--- config.mk ---
export PLATFORM = sky130hd
export DESIGN_NAME = uart_alu_ctrl
export DESIGN_NICKNAME = d
export VERILOG_FILES = /design/src/rtl/uart_alu_ctrl_pkg.sv /design/src/rtl/uart_alu_watchdog.sv /design/src/rtl/uart_alu_ctrl.sv
export SDC_FILE = /design/constraint.sdc
export NUM_CORES = 1
export LEC_CHECK = 0
export ABC_CLOCK_PERIOD_IN_PS = 1800
export CORE_MARGIN = 4
export CORE_UTILIZATION = 40
export CTS_BUF_LIST = sky130_fd_sc_hd__clkbuf_4
export DETAILED_ROUTE_END_ITERATION = 7
export PLACE_DENSITY = 0.69
export SLEW_MARGIN = 20
export SYNTH_ARGS = -nofsm -noshare
export SYNTH_HDL_FRONTEND = slang
export SYNTH_SLANG_ARGS = --single-unit
--- constraint.sdc ---
create_clock -name i_clk -period 1.8 [get_ports i_clk]
set_clock_uncertainty 0.2 [all_clocks]
set_input_delay 0.18 -clock i_clk [delete_from_list [all_inputs] [get_ports i_clk]]
set_output_delay 0.18 -clock i_clk [all_outputs]
set_load 0.05 [all_outputs]
--- src/rtl/uart_alu_ctrl_pkg.sv ---
// Shared definitions for the UART/ALU command sequencer.
//   - default operand and opcode widths
//   - ALU opcode encodings (also used by the ALU and the benches)
//   - sequencer state encoding
//   - op_supported(): opcode-valid decode
package uart_alu_ctrl_pkg;

    localparam int DEF_DATA_W = 8;
    localparam int DEF_OP_W   = 8;

    localparam logic [7:0] OP_ADD = 8'h20;
    localparam logic [7:0] OP_SUB = 8'h22;
    localparam logic [7:0] OP_AND = 8'h24;
    localparam logic [7:0] OP_OR  = 8'h25;
    localparam logic [7:0] OP_XOR = 8'h26;
    localparam logic [7:0] OP_SRA = 8'h03;
    localparam logic [7:0] OP_SRL = 8'h02;
    localparam logic [7:0] OP_NOR = 8'h27;

    typedef enum logic [2:0] {
        ST_WAIT_A  = 3'd0,
        ST_WAIT_B  = 3'd1,
        ST_WAIT_OP = 3'd2,
        ST_EXEC    = 3'd3,
        ST_SEND    = 3'd4
    } state_e;

    // Opcode is passed zero-extended so any OP_W up to 32 compares correctly.
    function automatic logic op_supported(input logic [31:0] op);
        case (op)
            {24'd0, OP_ADD}, {24'd0, OP_SUB}, {24'd0, OP_AND}, {24'd0, OP_OR},
            {24'd0, OP_XOR}, {24'd0, OP_SRA}, {24'd0, OP_SRL}, {24'd0, OP_NOR}:
                op_supported = 1'b1;
            default:
                op_supported = 1'b0;
        endcase
    endfunction

endpackage

--- src/rtl/uart_alu_watchdog.sv ---
// Inter-byte watchdog for the command sequencer.
// Ports:
//   i_clk, i_reset : clock, async active-high reset
//   i_en           : count while high; counter held at zero when low
//   i_clr          : clear (a byte was popped); wins over expiry
//   o_expire       : combinational, high in the cycle the count hits LIMIT-1
//                    with no clear; the counter wraps to zero on that edge
module uart_alu_watchdog #(
    parameter int LIMIT = 1000000
) (
    input  logic i_clk,
    input  logic i_reset,
    input  logic i_en,
    input  logic i_clr,
    output logic o_expire
);

    localparam int CNT_W = (LIMIT > 1) ? $clog2(LIMIT) : 1;

    logic [CNT_W-1:0] cnt_q, cnt_d;

    assign o_expire = i_en && !i_clr && (cnt_q == CNT_W'(LIMIT - 1));

    always_comb begin
        cnt_d = cnt_q + CNT_W'(1);
        if (!i_en || i_clr || o_expire)
            cnt_d = '0;
    end

    always_ff @(posedge i_clk or posedge i_reset) begin
        if (i_reset) cnt_q <= '0;
        else         cnt_q <= cnt_d;
    end

endmodule

--- src/rtl/uart_alu_ctrl.sv ---
// Command sequencer between the UART RX/TX FIFOs and the ALU.
// Pops operand A, operand B and opcode from the RX FIFO, presents them to the
// ALU as registered values, captures the result one cycle later and pushes a
// single result byte (or ERR_CODE for an unknown opcode) to the TX FIFO.
// A watchdog drops a partial frame if the next byte is too slow to arrive.
// Ports:
//   i_clk, i_reset            : clock, async active-high reset
//   i_rx_empty, i_r_data      : RX FIFO status / head word
//   o_rd_uart                 : RX pop strobe
//   i_tx_full                 : TX FIFO full flag
//   o_wr_uart, o_w_data       : TX push strobe / word
//   o_alu_a, o_alu_b, o_alu_op: registered ALU inputs
//   i_alu_result              : combinational ALU result
//   o_err, o_timeout          : one-cycle event pulses
module uart_alu_ctrl
    import uart_alu_ctrl_pkg::*;
#(
    parameter int               DATA_W       = DEF_DATA_W,
    parameter int               OP_W         = DEF_OP_W,
    parameter int               TIMEOUT_CLKS = 1000000,
    parameter logic [DATA_W-1:0] ERR_CODE    = DATA_W'(8'hFF)
) (
    input  logic              i_clk,
    input  logic              i_reset,
    input  logic              i_rx_empty,
    input  logic [DATA_W-1:0] i_r_data,
    output logic              o_rd_uart,
    input  logic              i_tx_full,
    output logic              o_wr_uart,
    output logic [DATA_W-1:0] o_w_data,
    output logic [DATA_W-1:0] o_alu_a,
    output logic [DATA_W-1:0] o_alu_b,
    output logic [OP_W-1:0]   o_alu_op,
    input  logic [DATA_W-1:0] i_alu_result,
    output logic              o_err,
    output logic              o_timeout
);

    state_e            state_q, state_d;
    logic [DATA_W-1:0] a_q, a_d, b_q, b_d, res_q, res_d;
    logic [OP_W-1:0]   op_q, op_d;
    logic              err_q, err_d, to_q, to_d;

    logic in_wait, pop, push, wd_en, wd_expire;

    // Strobes are Mealy on the FIFO flags; gated by reset so nothing moves
    // while the block is held.
    assign in_wait = (state_q == ST_WAIT_A) || (state_q == ST_WAIT_B) ||
                     (state_q == ST_WAIT_OP);
    assign pop     = in_wait && !i_rx_empty && !i_reset;
    assign push    = (state_q == ST_SEND) && !i_tx_full && !i_reset;
    assign wd_en   = (state_q == ST_WAIT_B) || (state_q == ST_WAIT_OP);

    uart_alu_watchdog #(.LIMIT(TIMEOUT_CLKS)) u_wd (
        .i_clk    (i_clk),
        .i_reset  (i_reset),
        .i_en     (wd_en),
        .i_clr    (pop),
        .o_expire (wd_expire)
    );

    always_comb begin
        state_d = state_q;
        a_d     = a_q;
        b_d     = b_q;
        op_d    = op_q;
        res_d   = res_q;
        err_d   = 1'b0;
        to_d    = 1'b0;
        case (state_q)
            ST_WAIT_A: begin
                if (pop) begin
                    a_d     = i_r_data;
                    state_d = ST_WAIT_B;
                end
            end
            ST_WAIT_B: begin
                if (pop) begin
                    b_d     = i_r_data;
                    state_d = ST_WAIT_OP;
                end else if (wd_expire) begin
                    // Held operands are left as-is; only the frame is dropped.
                    state_d = ST_WAIT_A;
                    to_d    = 1'b1;
                end
            end
            ST_WAIT_OP: begin
                if (pop) begin
                    op_d    = i_r_data[OP_W-1:0];
                    state_d = ST_EXEC;
                end else if (wd_expire) begin
                    state_d = ST_WAIT_A;
                    to_d    = 1'b1;
                end
            end
            ST_EXEC: begin
                // ALU has had a full cycle on the registered operands.
                if (op_supported(32'(op_q))) begin
                    res_d = i_alu_result;
                end else begin
                    res_d = ERR_CODE;
                    err_d = 1'b1;
                end
                state_d = ST_SEND;
            end
            ST_SEND: begin
                if (push)
                    state_d = ST_WAIT_A;
            end
            default: state_d = ST_WAIT_A;
        endcase
    end

    always_ff @(posedge i_clk or posedge i_reset) begin
        if (i_reset) begin
            state_q <= ST_WAIT_A;
            a_q     <= '0;
            b_q     <= '0;
            op_q    <= '0;
            res_q   <= '0;
            err_q   <= 1'b0;
            to_q    <= 1'b0;
        end else begin
            state_q <= state_d;
            a_q     <= a_d;
            b_q     <= b_d;
            op_q    <= op_d;
            res_q   <= res_d;
            err_q   <= err_d;
            to_q    <= to_d;
        end
    end

    assign o_rd_uart = pop;
    assign o_wr_uart = push;
    assign o_w_data  = res_q;
    assign o_alu_a   = a_q;
    assign o_alu_b   = b_q;
    assign o_alu_op  = op_q;
    assign o_err     = err_q;
    assign o_timeout = to_q;

endmodule

==> summary.md <==
| Metric | Value |
|---|---|
| Outcome | completed |
| CP required | 1.42 ns |
| Worst r2r path cells | 5 |
| Most common cell after layout, fill and taps aside | buf_4 |
| Cell variety after synth | 38 |
| Via count | 1919 |
| Synthesized flop and latch total | 57 |
| Critical Path Source | state_q[0] |
| Filler cells | 512 |
| Hold Crit Class | in -> reg |
| Clk_lat worst skew | 0.40 ns |
| Largest net degree at the start of global routing | 35 |
| Synth warnings | 0 |
| Final slew viol count | 0 |
| Critical path arrival | 1.34 ns |
| Core area | 0.00606 mm2 |
| Area growth syn-to-layout | 39.8% |
| IO Pins | 56 |
| Starting Density | 42.1% |
| Post-route ant nets | 0 |
| Normalized max-slew margin | 62.1% |
| Period utilization | 95.7% |
| Worst-path clk slew | 0.11 ns |
| Cts hold-fix bufs | 0 |
| Final instance area | 0.00356 mm2 |
| Tot GR Track Use | 15.8% |
| CP endpoint | o_rd_uart |
| Min cycle time layout | 1.72 ns |
| Number of port buffers | 55 |
| Vias/cell | 5.06 |
| P_leak | 1.54 nW |
| RD Place Congestion | 0.821 |
| TNS Setup | 0 ns |
| FF-to-FF Start | u_wd.cnt_q[11] |
| TritonCTS clock tree | built |
| Sequential cell area | 0.00143 mm2 |
| Post-synthesis net count | 232 |
| Worst-case clock buffer depth | 2 |
| FF-to-FF End | state_q[0] |
| WL/cell | 14.9 um |
| Max IR drop VDD | 1370 uV |
| Initial antenna violation count | 0 |
| Initial drt markers | 77 |
| First-pass GRT wire length | 9270 um |
| Post-DP Area | 0.00331 mm2 |
| DRT Wirelength | 5640 um |
| Commonest non-fill, non-tap cells in the layout | buf_4, dfrtp_1, nor2_1 |
| CTS root buffer | clkbuf_4 |
| Die area | 0.00771 mm2 |
| CP Max Fanout | 7 |
| TritonCTS buffer count | 9 |
| Reg2reg setup slack | 0.08 ns |
| Ratio of cells with drive above 1 in the final layout | 42.4% |
| Seq/Total Area, Yosys | 56.0% |
| Worst Hold Slack | 0.158 ns |
| Nets | 321 |
| Mapped cell area | 0.00255 mm2 |
| Element type at the critical path end | output port |
| Multi-input gate area | 0.00114 mm2 |
| Post-synthesis cell count | 211 |
| Hold Path Depth | 2 |
| DRC | 0 |
| Antenna diodes | 0 |
| Crit-path cells | buf_4 -> nand2_2 -> and2_4 -> buf_12 |
| PD cells | 1690 mW/mm2 |
| Slowest-stage cell, CP | dfrtp_2 |
| Die height | 87.8 um |
| CTS H-tree lvls | 3 |
| Grt total ovfl | 0 |
| Vias in the first global route | 1911 |
| DR pass1 iterations | 4 |
| CP Launch Type | flip-flop |
| Tightest Pin Transition | 0.566 ns |
| Fmax | 580 MHz |
| WS Path Type | reg -> out |
| Final Hold Vio Count | 0 |
| Syn avg cell area | 12.1 um2 |
| Die width | 87.8 um |
| Number of max-cap violations | 0 |
| Detailed Place HPWL | 3910 um |
| Setup WS pre-CTS | -0.0589 ns |
| Row cnt | 28 |
| Post-route setup slack | 0.0770 ns |
| CP max stage delay | 0.44 ns |
| Clk sinks | 57 |
| Setup violations, final | 0 |
## per-stage QoR
stage / power (mW) / instances / utilization, %
2_1_floorplan: 4.02 / 211 / -
3_3_place_gp: 5.01 / 358 / 54.7
3_5_place_dp: 5.05 / 358 / 54.7
4_1_cts: 6.03 / 376 / 57.6
5_1_grt: 6.34 / 379 / 58.8
6_report: 6.01 / 379 / 58.8
## worst min path at each step
| stage | start | end |
|---|---|---|
| 3_3_place_gp | o_alu_b[4] | o_alu_b[4] |
| 3_5_place_dp | o_alu_b[5] | o_alu_b[5] |
| 2_1_floorplan | i_rx_empty | state_q[0] |
| 5_1_grt | i_alu_result[0] | o_w_data[0] |
| 4_1_cts | i_alu_result[5] | o_w_data[5] |
| 6_report | i_alu_result[5] | o_w_data[5] |
## synth_stat cells (all sizes together)
cell type  number  area share, %
a21oi           1           0.20
a31o            1           0.34
and2            3           0.74
and3            3           0.74
and3b           1           0.34
buf             5            1.2
clkbuf          2           0.34
dfrtp          57             56
ha              1           0.49
inv             6           0.88
mux2           24             11
nand2           6           0.88
nand3           5            1.5
nand3b          4            1.2
nand4           7            2.2
nor2           26            3.8
nor2b           1           0.25
nor3           10            2.4
nor4            8            2.5
nor4b           4            1.6
o211ai          1           0.29
o21ai           4            1.2
o221ai          2           0.69
o22a            8            2.7
o41ai           1           0.34
or2             3           0.74
or3b            1           0.34
xnor2          15            5.2
xor2            1           0.34
## layout make-up
class,count,share of cell area [%]
multi-input combinational,141,32.0
clock inverter,6,1.69
inverter,6,0.632
clock buffer,9,1.90
sequential,57,40.1
tap,75,2.63
timing repair buffer,85,21.0
## per-layer routing
layer	up-vias	track usage, %	wire length [um]
met2	33	23.7	2770
met1	938	21.5	2540
met3	8	3.95	235
met5	-	0	0
li1	940	-	-
met4	0	7.53	97
## sequential cells by signal, summed over array words and instances (netlist names)
signal and count:
o_timeout 1, o_err 1, o_alu_a 8, o_w_data 8, o_alu_b 8, state_q 3, o_alu_op 8, u_wd.cnt_q 20
## logic make-up after synthesis
logic type                 count (synthesis)  synth area share (%)
muxes                                     24                  10.6
DFF                                       57                  56.0
AOI/OAI and AO/OA                         18                  5.84
and+or+nand+nor                           82                  19.1
buffers and inverters                     13                  2.45
xor gates and xnor gates                  16                  5.50
adders and majority gates                  1                 0.491
## critical path, delay by kind of cell (launching register included)
family / cells / cell delay, ns
and+or+nand+nor: 2 / 0.22
buffers and inverters: 2 / 0.30
DFF: 1 / 0.44
## timing repair
item / 4_1_cts / 5_1_grt
pin swaps: 2 / 4
setup buffers: 3 / 3
endpoints found under the hold margin: 0 / 0
endpoints found under the setup margin: 4 / 16
resized for setup: 9 / 9
## where the power goes
part | total (mW) | switching [mW] | internal [mW] | leakage [nW]
registers | 1.96 | 0.265 | 1.70 | 0.710
clock network | 0.892 | 0.484 | 0.408 | 0.0676
logic | 3.16 | 1.98 | 1.17 | 0.764
No activity file was read; power rests on OpenSTA's default activity.
